`config.mk`:
```
export PLATFORM = sky130hd
export DESIGN_NAME = pid_ctrl_gen
export DESIGN_NICKNAME = d
export VERILOG_FILES = /design/src/rtl/pid_ctrl_gen.sv
export SDC_FILE = /design/constraint.sdc
export NUM_CORES = 1
export LEC_CHECK = 0
export BUFFER_PORTS_ARGS = -buffer_cell sky130_fd_sc_hd__buf_2
export CAP_MARGIN = 20
export CORE_UTILIZATION = 65
export DETAILED_ROUTE_END_ITERATION = 7
export GPL_TIMING_DRIVEN = 0
export PLACE_DENSITY_LB_ADDON = 0.12
export REMOVE_ABC_BUFFERS = 1
export SYNTH_ARGS = -nofsm -noshare
export SYNTH_HDL_FRONTEND = slang
export SYNTH_SLANG_ARGS = --single-unit
```
`constraint.sdc`:
```
create_clock -name clk -period 7.4 [get_ports clk]
set_input_delay 0 -clock clk [delete_from_list [all_inputs] [get_ports clk]]
set_output_delay 0 -clock clk [all_outputs]
set_load 0.05 [all_outputs]
```
`src/rtl/pid_ctrl_gen.sv`:
```
// -----------------------------------------------------------------------------
// pid_ctrl_gen
// Balance PID controller for the self-balancing platform. It takes pitch
// samples from the inertial interface and produces a saturated control word
// for the segway math / motor drive stage. It also produces a soft-start ramp.
//
// Datapath:
//   * pitch error saturated to ERR_W bits
//   * clamping integrator (INT_W bits) with a rail flag
//   * one capture stage for err/rate, then a registered P+I+D sum
//   * soft-start counter whose top SS_W bits form the ramp value
//
// Ports:
//   clk        clock
//   rst_n      asynchronous active-low reset
//   vld        new ptch/ptch_rt sample this cycle
//   ptch       signed pitch error (16 bit)
//   ptch_rt    signed pitch rate (16 bit)
//   pwr_up     0 holds the soft-start counter at zero
//   rider_off  clears the integrator
//   PID_cntrl  registered signed control word (OUT_W bits)
//   cntrl_vld  one-cycle strobe marking a PID_cntrl computed from a new sample
//   int_sat    integrator currently sits on a rail
//   ss_tmr     soft-start ramp value (SS_W bits)
//   ss_done    ss_tmr is all ones
// -----------------------------------------------------------------------------
module pid_ctrl_gen #(
    parameter int ERR_W    = 10,
    parameter int INT_W    = 18,
    parameter int OUT_W    = 12,
    parameter int P_COEFF  = 12,
    parameter int FAST_SIM = 1,
    parameter int SS_CNT_W = 27,
    parameter int SS_W     = 8
) (
    input  logic                    clk,
    input  logic                    rst_n,
    input  logic                    vld,
    input  logic signed [15:0]      ptch,
    input  logic signed [15:0]      ptch_rt,
    input  logic                    pwr_up,
    input  logic                    rider_off,
    output logic [OUT_W-1:0]        PID_cntrl,
    output logic                    cntrl_vld,
    output logic                    int_sat,
    output logic [SS_W-1:0]         ss_tmr,
    output logic                    ss_done
);

    localparam int I_SH  = (FAST_SIM != 0) ? 1 : 6;
    localparam int I_W   = OUT_W + 3;
    localparam int P_W   = ERR_W + 5;
    localparam int D_W   = 10;
    localparam int SUM_W = OUT_W + 4;

    localparam logic signed [15:0] ERR_MAX = 16'(2**(ERR_W-1) - 1);
    localparam logic signed [15:0] ERR_MIN = 16'(-(2**(ERR_W-1)));

    localparam logic signed [INT_W-1:0] INT_MAX = {1'b0, {(INT_W-1){1'b1}}};
    localparam logic signed [INT_W-1:0] INT_MIN = {1'b1, {(INT_W-1){1'b0}}};

    localparam logic signed [I_W-1:0]   I_MAX   = {1'b0, {(I_W-1){1'b1}}};
    localparam logic signed [I_W-1:0]   I_MIN   = {1'b1, {(I_W-1){1'b0}}};

    localparam logic signed [OUT_W-1:0] OUT_MAX = {1'b0, {(OUT_W-1){1'b1}}};
    localparam logic signed [OUT_W-1:0] OUT_MIN = {1'b1, {(OUT_W-1){1'b0}}};

    localparam logic signed [P_W-1:0]   P_K     = P_W'(P_COEFF);
    localparam logic [SS_CNT_W-1:0]     SS_INC  = (FAST_SIM != 0) ? SS_CNT_W'(256) : SS_CNT_W'(1);

    // State
    logic signed [INT_W-1:0] int_q,   int_d;
    logic                    sat_q,   sat_d;
    logic signed [ERR_W-1:0] err_q,   err_d;
    logic signed [15:0]      rt_q,    rt_d;
    logic                    vld_q,   vld_d;
    logic [OUT_W-1:0]        pid_q,   pid_d;
    logic                    cvld_q,  cvld_d;
    logic [SS_CNT_W-1:0]     ss_cnt_q, ss_cnt_d;

    // Combinational intermediates
    logic signed [ERR_W-1:0] err;
    logic signed [INT_W:0]   int_sum;
    logic signed [INT_W-1:0] int_shr;
    logic signed [I_W-1:0]   i_term;
    logic signed [P_W-1:0]   err_ext;
    logic signed [P_W-1:0]   p_term;
    logic signed [D_W-1:0]   d_term;
    logic signed [SUM_W-1:0] sum;
    logic                    unused_rt_bits;

    // Pitch error saturated to ERR_W bits.
    always_comb begin
        err = ptch[ERR_W-1:0];
        if (ptch > ERR_MAX) begin
            err = ERR_MAX[ERR_W-1:0];
        end else if (ptch < ERR_MIN) begin
            err = ERR_MIN[ERR_W-1:0];
        end
    end

    // Integrator: rider_off wins, otherwise accumulate with clamping on vld.
    // The sum is one bit wider so overflow shows as a mismatch of the top two
    // bits; the top bit then tells which rail to clamp to.
    always_comb begin
        int_sum = {int_q[INT_W-1], int_q} + {{(INT_W+1-ERR_W){err[ERR_W-1]}}, err};
        int_d   = int_q;
        if (rider_off) begin
            int_d = '0;
        end else if (vld) begin
            if (int_sum[INT_W] != int_sum[INT_W-1]) begin
                int_d = int_sum[INT_W] ? INT_MIN : INT_MAX;
            end else begin
                int_d = int_sum[INT_W-1:0];
            end
        end
        sat_d = (int_d == INT_MAX) || (int_d == INT_MIN);
    end

    // Stage-1 capture of the sample.
    always_comb begin
        err_d = vld ? err : err_q;
        rt_d  = vld ? ptch_rt : rt_q;
        vld_d = vld;
    end

    // I term: shifted integrator, saturated to I_W bits.
    assign int_shr = int_q >>> I_SH;

    generate
        if (INT_W > I_W) begin : g_isat
            always_comb begin
                i_term = int_shr[I_W-1:0];
                if (!((&int_shr[INT_W-1:I_W-1]) || !(|int_shr[INT_W-1:I_W-1]))) begin
                    i_term = int_shr[INT_W-1] ? I_MIN : I_MAX;
                end
            end
        end else if (INT_W == I_W) begin : g_ieq
            assign i_term = int_shr;
        end else begin : g_iext
            assign i_term = {{(I_W-INT_W){int_shr[INT_W-1]}}, int_shr};
        end
    endgenerate

    // P term: the product always fits in ERR_W+5 bits because the gain is < 32.
    assign err_ext = {{5{err_q[ERR_W-1]}}, err_q};
    assign p_term  = err_ext * P_K;

    // D term: ~(rt >>> 6). The shifted rate fits in 10 bits, so only the upper
    // ten rate bits matter and the complement stays within 10 bits.
    assign d_term         = ~rt_q[15:6];
    assign unused_rt_bits = ^rt_q[5:0];

    assign sum = {{(SUM_W-P_W){p_term[P_W-1]}}, p_term}
               + {{(SUM_W-I_W){i_term[I_W-1]}}, i_term}
               + {{(SUM_W-D_W){d_term[D_W-1]}}, d_term};

    // Output register recomputed every cycle; saturate the sum to OUT_W bits.
    always_comb begin
        pid_d = sum[OUT_W-1:0];
        if (!((&sum[SUM_W-1:OUT_W-1]) || !(|sum[SUM_W-1:OUT_W-1]))) begin
            pid_d = sum[SUM_W-1] ? OUT_MIN : OUT_MAX;
        end
        cvld_d = vld_q;
    end

    // Soft-start counter stops once bits [SS_CNT_W-1:8] are all ones, so it
    // can never wrap for either increment size.
    always_comb begin
        ss_cnt_d = ss_cnt_q;
        if (!pwr_up) begin
            ss_cnt_d = '0;
        end else if (!(&ss_cnt_q[SS_CNT_W-1:8])) begin
            ss_cnt_d = ss_cnt_q + SS_INC;
        end
    end

    always_ff @(posedge clk or negedge rst_n) begin
        if (!rst_n) begin
            int_q    <= '0;
            sat_q    <= 1'b0;
            err_q    <= '0;
            rt_q     <= '0;
            vld_q    <= 1'b0;
            pid_q    <= '0;
            cvld_q   <= 1'b0;
            ss_cnt_q <= '0;
        end else begin
            int_q    <= int_d;
            sat_q    <= sat_d;
            err_q    <= err_d;
            rt_q     <= rt_d;
            vld_q    <= vld_d;
            pid_q    <= pid_d;
            cvld_q   <= cvld_d;
            ss_cnt_q <= ss_cnt_d;
        end
    end

    assign PID_cntrl = pid_q;
    assign cntrl_vld = cvld_q;
    assign int_sat   = sat_q;
    assign ss_tmr    = ss_cnt_q[SS_CNT_W-1 -: SS_W];
    assign ss_done   = &ss_tmr;

endmodule

```
==> results of run 1 <==
## where the power goes
| part | switching, uW | internal (uW) | leakage, uW | total [uW] |
|---|---|---|---|---|
| clock | 160 | 200 | 0.000109 | 360 |
| sequential | 52.1 | 468 | 0.000912 | 520 |
| combinational | 781 | 514 | 0.00207 | 1300 |
## area by class of cell
cell class,count,area [um^2]
multi-input cells,505,3620
clock buffers,10,138
flip-flops and latches,72,1800
fillers,592,2040
repair buffers,66,398
well taps,105,131
inverters,43,161
clock inverters,6,92.6
## registers in the layout, summed over array words and instances (netlist names)
name and flops:
cntrl_vld 1, int_sat 1, int_q 18, err_q 10, PID_cntrl 12, rt_q 10, ss_cnt_q 19, cvld_d 1
## logic make-up after synthesis
kind of cell,after synthesis,synth area share
multiplexers,15,0.0285
AO/OA/AOI/OAI,148,0.170
flip-flops,72,0.314
buffers and inverters,74,0.0558
XOR/XNOR,51,0.0778
adder cells (fa/ha/maj),70,0.173
AND/OR/NAND/NOR,221,0.181
## routing by layer
layer,routed length [um],part of all wire
met5,0,0
met4,345,0.026
met3,541,0.041
met2,6620,0.50
met1,5730,0.43
## stage by stage
stage,util,hold WS [ns],total power (uW),area [um^2],worst slack (ns)
3_3_place_gp,0.714,0.207,1710,5980,2.02
5_1_grt,0.757,0.0689,2360,6340,1.69
2_1_floorplan,-,-0.296,1510,5580,2.65
3_5_place_dp,0.715,0.184,1800,5990,2.11
6_report,0.757,0.0554,2180,6340,2.05
4_1_cts,0.757,0.0420,2170,6340,2.08
## cells in the mapped netlist, drive strengths merged (7+ instances only)
| cell | count | area [um^2] |
|---|---|---|
| nor2 | 82 | 308 |
| dfrtp | 72 | 1800 |
| ha | 54 | 676 |
| nand2 | 49 | 184 |
| inv | 43 | 161 |
| a21oi | 42 | 210 |
| o21ai | 36 | 180 |
| xnor2 | 33 | 289 |
| nand3 | 20 | 100 |
| and2 | 18 | 113 |
| xor2 | 18 | 158 |
| buf | 16 | 103 |
| fa | 16 | 320 |
| clkbuf | 15 | 56.3 |
| a21o | 12 | 90.1 |
| nand4 | 12 | 75.1 |
| mux2 | 11 | 124 |
| nor3 | 11 | 55.1 |
| o21a | 9 | 67.6 |
| o21bai | 8 | 60.1 |
| a211o | 7 | 63.8 |
| nor4 | 7 | 43.8 |
## worst max-delay path: cells and delay by family (launching register included)
family | cells | cell delay [ns]
AO/OA/AOI/OAI | 11 | 2.95
adder cells (fa/ha/maj) | 3 | 0.92
AND/OR/NAND/NOR | 3 | 0.27
XOR/XNOR | 1 | 0.13
flip-flops | 1 | 0.90
## path summary, 6_finish.rpt
path | to | depth (start not counted) | slack, ns
worst max-delay path | PID_cntrl[5]$_DFF_PN0_ | 18 | 2.05
worst min register to register | cntrl_vld$_DFF_PN0_ | 0 | 0.35
max in group asynchronous | err_q[8]$_DFFE_PN0P_ | 2 | 6.50
worst max register to register | PID_cntrl[5]$_DFF_PN0_ | 18 | 2.05
worst min-delay path | int_q[17]$_DFF_PN0_ | 2 | 0.06
min in group asynchronous | cntrl_vld$_DFF_PN0_ | 2 | 0.32
## repair_timing
item                                   in CTS  in global routing
hold buffers                               12                  0
setup buffers                               0                  0
endpoints found under the hold margin      83                  0
==> key figures, run 1 <==
Detailed routing
  – Wirelength per Cell: 16.4 um
  – Antenna-violating nets left: 0
  – Vias: 4851
  – Routed vias/inst: 6.01
  – Routed WL: 13.2 mm
  – DRT Pass-1 Iters: 5
  – DRC viols: 0
  – Initial drt markers: 166

Setup path
  – CP Launch Point: int_q[16]$_DFF_PN0_
  – CP Data Required Time: 7.61 ns
  – Worst path slowest cell: dfrtp_1
  – Crit Path Class: register to register
  – Biggest cell delay along the critical path: 0.90 ns
  – R2r startpoint: int_q[16]$_DFF_PN0_
  – Critical Path AT: 5.56 ns
  – Kind of end point of the critical path: register
  – Critical path cell sequence: nor2_1 -> nor2_1 -> nor2_1 -> a21oi_1 -> ha_1 -> ha_1 -> fa_1 -> a21o_1 -> a21oi_1 -> o21bai_1 -> a2111o_1 -> a41o_1 -> a31o_2 -> a21o_1 -> a21oi_1 -> xnor2_1 -> a41oi_1 -> o21ai_0
  – Max FO, Critical Path: 30
  – Crit start category: register

Clock tree
  – CTS clk-pin slew, worst paths: 0.08 ns
  – Worst skew pair latency: 0.37 ns
  – Root cell of the clock tree: clkbuf_8
  – CTS buffer count: 9
  – Htree depth: 3
  – Max Buffers Root-to-Sink: 2
  – CTS resizes: 0
  – Clk sinks: 72
  – CTS tree: done

STA
  – Setup_tns: 0 ns
  – Unrepaired setup endpoints after global routing: no
  – Fin. Hold Viols: 0
  – Fin crit period: 5.35 ns
  – Slew Viols, Final: 0
  – Setup Skew: 0.0126 ns
  – Worst-Margin Slew: 1.09 ns
  – Max Fclk: 187 MHz
  – Final Setup Violations: 0
  – Worst relative slew slack: 0.251
  – Final period util: 0.724

Floorplan
  – Die H: 96.0 um
  – IO Pins: 60
  – Cell Rows: 33
  – Core area: 8380 um^2
  – Die W: 96.0 um
  – Die area: 9220 um^2
  – Initial core utilization: 0.685

Global route
  – Gr ovfl total: 0
  – Most Crowded Layer GR: met2
  – GRT Util Overall: 0.312
  – GR met3 Demand/Resource: 0.0482
  – Vias in the first global route: 4789
  – Met2 GRT Util: 0.554
  – Initial antenna violation count: 0
  – First-pass GRT wire length: 21.9 mm
  – Pin count of the biggest net entering global routing: 73
  – GRT met1 Usage: 0.367

Power and ir drop
  – Pleak: 0.00309 uW
  – Peak supply drop: 182 uV
  – Cell area power density: 343 nW/um^2

Place
  – Port bufs: 53
  – Final HPWL DP: 9.61 mm
  – # placed instances: 779
  – RD Place Congestion: 0.945

Run
  – MaxCap Viol Count: 0

Final layout
  – Final instance count without filler cells: 807
  – Most common cell after layout, fill and taps aside: nor2_1
  – Area grow syn2layout: 10.5%
  – Layout Nets: 804
  – Ant diodes: 0
  – Share of layout cells above drive strength 1: 0.131
  – Most frequent cells in the layout: nor2_1, dfrtp_1, ha_1

Logic synthesis
  – Flip-flop and latch count after synthesis: 72
  – Register area share after synthesis: 0.314
  – Post-synth EDFFs: 0
  – Synth async-reset ratio: 1.00
  – Cells after Synth: 651
  – Ys flop type: dfrtp_1
  – Netlist cell types: 62
  – Post-Syn Area: 5740 um^2
  – Yosys warnings: 0
  – Mean Syn Cell Area: 8.82 um^2

Hold path
  – Hold WC Path Type: primary input to register
  – Hold Startpoint: rider_off

Outcome
  – Outcome: complete, no violations
No activity file was read; power rests on OpenSTA's default activity.
==> inputs of run 2 (changes only) <==
- ABC_AREA: unset -> 1
- CORE_UTILIZATION: 65 -> 55
- clock period: 7.4 -> 4.4 ns (I/O delays scaled with it)
==> key figures, run 2 <==
Power and ir drop
  – Sw frac: 0.493 (+0.0366)
  – Sw Pwr: 2070 uW (+110%)
  – Peak supply drop: 733 uV (+300%)
  – P_int: 2130 uW (+80%)
  – Pleak: 0.00389 uW (+26%)
  – Combinational share of power: 0.653 (+0.058)
  – Clock share of power: 0.149 (-0.016)
  – Cell area power density: 574 nW/um^2 (+67%)
  – Flop pwr share: 0.199 (-0.040)

Final layout
  – Multi-input logic area: 3970 um^2 (+9.6%)
  – Area grow syn2layout: 19.4%
  – Max FFs per register: 19 (unchanged)
  – Biggest register: ss_cnt_q
  – Layout Nets: 1025 (+27%)
  – Final instance count without filler cells: 1063 (+32%)
  – Ant diodes: 0 (unchanged)
  – Share of layout cells above drive strength 1: 0.197 (+0.0661)
  – Most common cell after layout, fill and taps aside: nand2_1
  – Filler cell count: 900 (+52%)
  – Most frequent cells in the layout: nand2_1, inv_1, nor2_1
  – Register area: 1800 um^2 (unchanged)
  – Util after Layout: 0.675 (-0.0815)

STA
  – Fin. Hold Viols: 0 (unchanged)
  – Final Setup Violations: 12 (+12)
  – Final period util: 1.05 (+0.325)
  – Setup Skew: 0.0141 ns (+0.00152 ns)
  – Final worst slack: -0.212 ns (-2.26 ns)
  – Unrepaired setup endpoints after global routing: yes
  – Worst relative slew slack: 0.437 (+0.186)
  – Fin crit period: 4.61 ns (-0.742 ns)
  – Max Fclk: 217 MHz (+16%)
  – Slew Viols, Final: 0 (unchanged)
  – Worst-Margin Slew: 0.840 ns (-0.252 ns)

Clock tree
  – Worst skew pair latency: 0.38 ns (about the same)
  – CTS buffer count: 9 (unchanged)
  – Max Buffers Root-to-Sink: 2 (unchanged)
  – CTS tree: done
  – Root cell of the clock tree: clkbuf_8
  – Htree depth: 3 (unchanged)
  – CTS clk-pin slew, worst paths: 0.09 ns (about the same)
  – Clk sinks: 72 (unchanged)

Floorplan
  – Die H: 108 um (+12%)
  – Die area: 11600 um^2 (+26%)
  – Cell Rows: 38 (+15%)
  – Core area: 10800 um^2 (+29%)
  – Die W: 108 um (+12%)
  – Initial core utilization: 0.566 (-0.120)
  – IO Pins: 60 (unchanged)

Detailed routing
  – DRT Pass-1 Iters: 7 (+2)
  – Wirelength per Cell: 15.0 um (-8.5%)
  – Routed vias/inst: 5.37 (-11%)
  – DRC viols: 2 (+2)
  – Initial drt markers: 267 (+61%)
  – Routed WL: 16.0 mm (+21%)
  – Vias: 5711 (+18%)
  – Antenna-violating nets left: 0 (unchanged)

Logic synthesis
  – Mean Syn Cell Area: 7.32 um^2 (-17%)
  – Cells after Synth: 837 (+29%)
  – Commonest cells in the netlist: nand2_1, inv_1, nor2_1
  – Register area share after synthesis: 0.294 (-0.0198)
  – Ys flop type: dfrtp_1
  – Top post-synthesis cells by area: dfrtp_1, nand2_1, ha_1, inv_1, nor2_1
  – Yosys top cell by area: dfrtp_1
  – Yosys warnings: 0 (unchanged)
  – Cell with the most instances after synthesis: nand2_1
  – Synth async-reset ratio: 1.00 (unchanged)
  – Yosys top cell area share: 0.294 (-0.0198)
  – Post-synth EDFFs: 0 (unchanged)
  – Flip-flop and latch count after synthesis: 72 (unchanged)
  – Post-Syn Area: 6130 um^2 (+6.8%)
  – Netlist cell types: 41 (-34%)

Outcome
  – Outcome: complete, but fails checks
  – Violated checks: DRC, setup timing

Setup path
  – Crit start category: register
  – Kind of end point of the critical path: register
  – Reg2reg setup slack: -0.21 ns (-2.26 ns)
  – Max FO, Critical Path: 6 (-80%)
  – CP Data Required Time: 4.71 ns (-2.90 ns)
  – Crit Path Class: register to register
  – Critical Path AT: 4.92 ns (-0.64 ns)

Place
  – # placed instances: 1006 (+29%)
  – Final HPWL DP: 11.3 mm (+17%)
  – RD Place Congestion: 0.952 (+0.71%)
  – Port bufs: 53 (unchanged)

Global route
  – Pin count of the biggest net entering global routing: 48 (-34%)
  – GRT Util Overall: 0.278 (-0.0340)
  – Vias in the first global route: 5527 (+15%)
  – Initial antenna violation count: 0 (unchanged)
  – Gr ovfl total: 0 (unchanged)
  – First-pass GRT wire length: 24.7 mm (+13%)

Hold path
  – Hold WC Path Type: primary input to register

Run
  – MaxCap Viol Count: 0 (unchanged)
run 2: cell count changes after synthesis, sizes merged, moves of 7 or more:
cell	before	now
a21oi	42	58
nand3	20	55
a21o	12	1
nand2	49	197
a211o	7	0
and2	18	3
mux2	11	0
xnor2	33	11
inv	43	127
o21a	9	1
nor2	82	109
run 2: critical path: stages, from the launching register on:
cell	delay (ns)
dfrtp_1	0.43
buf_6	0.15
ha_4	0.29
inv_4	0.04
fa_2	0.41
o31ai_4	0.29
a21oi_2	0.09
nor2_2	0.11
nor2_1	0.06
nor2_1	0.16
o21ai_1	0.09
nand2_1	0.09
xor2_1	0.20
fa_1	0.48
ha_4	0.31
nand2_4	0.05
nor2_4	0.11
nand3_2	0.10
nand4_1	0.15
a21oi_1	0.09
o21bai_1	0.25
xor2_2	0.21
inv_2	0.13
nand2_8	0.12
nand2_2	0.04
nand2_1	0.06
run 2: power groups by stage:
stage,registers (uW),clock network (uW),logic [uW]
global placement,843,0,2060
finish,835,625,2740
floorplan,1030,0,1490
detailed placement,847,0,2130
global route,848,659,3000
CTS,833,633,2330
run 2: area by class of cell:
class | instances | area share
Clock buffer | 10 | 0.0188
Clock inverter | 6 | 0.0125
Inverter | 128 | 0.0660
Multi-Input combinational cell | 612 | 0.542
Sequential cell | 72 | 0.246
Tap cell | 140 | 0.0239
Timing Repair Buffer | 95 | 0.0908
run 2: final timing paths:
path | start | to | depth (start not counted)
worst max-delay path | err_q[2]$_DFFE_PN0P_ | PID_cntrl[7]$_DFF_PN0_ | 25
worst min register to register | cvld_d$_DFF_PN0_ | cntrl_vld$_DFF_PN0_ | 0
min in group asynchronous | rst_n | PID_cntrl[4]$_DFF_PN0_ | 2
worst min-delay path | ptch[8] | err_q[8]$_DFFE_PN0P_ | 5
max in group asynchronous | rst_n | int_q[0]$_DFF_PN0_ | 3
worst max register to register | err_q[2]$_DFFE_PN0P_ | PID_cntrl[7]$_DFF_PN0_ | 25
run 2: metrics by stage:
step,worst slack [ns],instance area [um^2],hold slack [ns],power [uW],TNS (ns)
3_3_place_gp,-0.532,6410,0.203,2900,-5.85
3_5_place_dp,-0.470,6470,-0.0670,2980,-5.02
2_1_floorplan,0.144,5970,-0.296,2520,0
6_report,-0.212,7320,0.0264,4200,-2.44
5_1_grt,-0.482,7320,0.0537,4510,-5.51
4_1_cts,-0.0224,7060,0.00346,3800,-0.113
run 2: metal layers:
layer | global-route usage | routed length, um
met5 | 0 | 0
met4 | 0.145 | 539
met3 | 0.0430 | 664
met2 | 0.484 | 8010
met1 | 0.328 | 6740
run 2: cells by family (layout without fill, tap and decap cells):
logic type | Yosys count | in the layout | synth area share
AOI/OAI and AO/OA | 113 | 113 | 0.102
xor gates and xnor gates | 32 | 32 | 0.0457
adders and majority gates | 70 | 70 | 0.162
buffers and inverters | 155 | 239 | 0.104
DFF | 72 | 72 | 0.294
and+or+nand+nor | 395 | 397 | 0.292
run 2: repair_timing:
| action | 4_1_cts | 5_1_grt |
|---|---|---|
| gates cloned | 1 | 1 |
| hold endpoints to repair | 92 | 0 |
| setup endpoints to repair | 12 | 12 |
| hold buffers | 16 | 0 |
| setup buffers | 13 | 9 |
| pin swaps | 14 | 39 |
| resized for setup | 19 | 38 |
==> inputs of run 3 (changes only) <==
- TNS_END_PERCENT: unset -> 30
==> key figures, run 3 (same netlist as run 2, synthesis figures left out) <==
Outcome
  – Outcome: complete, but fails checks
  – Violated checks: DRC, setup timing

Global route
  – GRT met1 Usage: 0.328 (unchanged)
  – Initial antenna violation count: 0 (unchanged)
  – First-pass GRT wire length: 24.7 mm (unchanged)
  – GRT Util Overall: 0.278 (unchanged)
  – Pin count of the biggest net entering global routing: 48 (unchanged)
  – Met2 GRT Util: 0.484 (unchanged)
  – Vias in the first global route: 5527 (unchanged)
  – GR met3 Demand/Resource: 0.0430 (unchanged)
  – Most Crowded Layer GR: met2
  – Gr ovfl total: 0 (unchanged)

Detailed routing
  – Antenna-violating nets left: 0 (unchanged)
  – DRT Pass-1 Iters: 8 (+1)
  – Wirelength per Cell: 15.1 um (+0.92%)
  – Vias: 5719 (+0.14%)
  – Routed vias/inst: 5.39 (+0.33%)
  – DRC viols: 2 (unchanged)
  – Initial drt markers: 253 (-5.2%)
  – Routed WL: 16.1 mm (+0.73%)

Place
  – Final HPWL DP: 11.3 mm (unchanged)
  – DP Area: 6470 um^2 (unchanged)
  – Port bufs: 53 (unchanged)
  – RD Place Congestion: 0.952 (unchanged)
  – # placed instances: 1006 (unchanged)

Final layout
  – Most frequent cells in the layout: nand2_1, inv_1, nor2_1
  – Area grow syn2layout: 19.5% (about the same)
  – Biggest register: ss_cnt_q
  – Layout Nets: 1023 (-0.20%)
  – Most common cell after layout, fill and taps aside: nand2_1
  – Finished Cell Area: 7330 um^2 (about the same)
  – Share of layout cells above drive strength 1: 0.198 (+0.000428)
  – Ant diodes: 0 (unchanged)
  – Max FFs per register: 19 (unchanged)
  – Final instance count without filler cells: 1061 (-0.19%)

Power and ir drop
  – Total power: 4240 uW (+0.79%)
  – Peak supply drop: 710 uV (-3.1%)
  – Pleak: 0.00388 uW (-0.32%)
  – Cell area power density: 578 nW/um^2 (+0.73%)

Setup path
  – RR Endpoint: PID_cntrl[8]$_DFF_PN0_
  – R2r startpoint: err_q[2]$_DFFE_PN0P_
  – Crit Path Class: register to register
  – Reg2reg path depth: 24 (-4.0%)
  – CP Data Required Time: 4.67 ns (-0.04 ns)
  – Reg2reg setup slack: -0.12 ns (+0.09 ns)
  – Max FO, Critical Path: 6 (unchanged)
  – CP Launch Point: err_q[2]$_DFFE_PN0P_
  – Critical Path AT: 4.79 ns (-0.13 ns)
  – Kind of end point of the critical path: register
  – Crit start category: register

STA
  – Slew Viols, Final: 0 (unchanged)
  – Setup Skew: 0.0161 ns (+0.00198 ns)
  – Hold slack: 0.0187 ns (-0.00767 ns)
  – Worst-Margin Slew: 0.845 ns (+0.00544 ns)
  – Fin crit period: 4.52 ns (-0.0896 ns)
  – Final worst slack: -0.123 ns (+0.0896 ns)
  – Fin. Hold Viols: 0 (unchanged)
  – Worst relative slew slack: 0.434 (-0.00364)
  – Unrepaired setup endpoints after global routing: yes
  – Final period util: 1.03 (-0.0204)
  – Final Setup Violations: 12 (unchanged)
  – Max Fclk: 221 MHz (+2.0%)

Floorplan
  – Cell Rows: 38 (unchanged)
  – Core area: 10800 um^2 (unchanged)
  – IO Pins: 60 (unchanged)
  – Initial core utilization: 0.566 (unchanged)
  – Die area: 11600 um^2 (unchanged)
  – Die H: 108 um (unchanged)
  – Die W: 108 um (unchanged)

Clock tree
  – Max Buffers Root-to-Sink: 2 (unchanged)
  – Worst skew pair latency: 0.39 ns (about the same)
  – Root cell of the clock tree: clkbuf_8
  – Htree depth: 3 (unchanged)
  – Clk sinks: 72 (unchanged)
  – CTS clk-pin slew, worst paths: 0.09 ns (about the same)
  – CTS buffer count: 9 (unchanged)
  – CTS tree: done

Hold path
  – Worst Hold End: err_q[3]$_DFFE_PN0P_
  – Hold WC Path Type: primary input to register
  – Hold Startpoint: ptch[3]
  – WHS Path Cells: 5 (unchanged)

Run
  – MaxCap Viol Count: 0 (unchanged)
[run 3: cell count changes in the layout (fill, tap and decap cells not counted), sizes merged]
cell  change
buf       -2
[run 3: critical path: stages, from the launching register on]
cell      delay (ns)
dfrtp_2         0.46
ha_4            0.29
ha_4            0.11
inv_2           0.04
fa_2            0.36
o31ai_4         0.26
a21oi_2         0.10
nor2_2          0.11
nor2_1          0.06
nor2_1          0.16
o21ai_1         0.10
nand2_1         0.09
xor2_1          0.20
fa_1            0.48
ha_4            0.28
buf_6           0.13
a21oi_2         0.13
nand4_1         0.16
a21oi_1         0.21
o21bai_1        0.12
xor2_2          0.17
inv_2           0.18
nand2_8         0.09
nand2_1         0.06
nand2_1         0.04
[run 3: cell type report]
cell class / count / area, um^2
clock inverters: 6 / 91.3
flip-flops and latches: 72 / 1800
inverters: 128 / 480
multi-input cells: 612 / 3990
well taps: 140 / 175
repair buffers: 93 / 646
fillers: 898 / 3510
clock buffers: 10 / 138
[run 3: timing repair]
item	4_1_cts	5_1_grt
gates cloned	1	1
hold buffers	16	0
gates resized for setup	19	40
hold endpoints to repair	92	0
pin swaps	13	35
setup buffers	13	7
setup endpoints to repair	12	12
[run 3: how the worst max path moves through the flow]
| stage | end | slack [ns] | depth (start not counted) |
|---|---|---|---|
| floorplan | PID_cntrl[0]$_DFF_PN0_ | 0.14 | 25 |
| global placement | PID_cntrl[2]$_DFF_PN0_ | -0.53 | 21 |
| detailed placement | PID_cntrl[4]$_DFF_PN0_ | -0.47 | 25 |
| CTS | PID_cntrl[7]$_DFF_PN0_ | -0.02 | 25 |
| global route | PID_cntrl[10]$_DFF_PN0_ | -0.38 | 25 |
| finish | PID_cntrl[8]$_DFF_PN0_ | -0.12 | 24 |
[run 3: metrics by stage]
step	util	TNS (ns)	worst slack, ns
finish	0.676	-1.31	-0.123
global route	0.676	-4.32	-0.384
CTS	0.651	-0.110	-0.0226
detailed placement	0.597	-5.02	-0.470
global placement	0.592	-5.85	-0.532
floorplan	-	0	0.144
[run 3: report_power, final]
| group | switching, uW | internal (uW) | total [uW] |
|---|---|---|---|
| Sequential | 56.4 | 781 | 837 |
| Clock | 289 | 338 | 627 |
| Combinational | 1750 | 1020 | 2770 |
| Total | 2100 | 2140 | 4240 |
[run 3: metal layers]
metal	up-vias	wire (um)
met5	-	0
met4	0	503
met3	39	595
met2	124	8120
met1	2716	6860
li1	2840	-
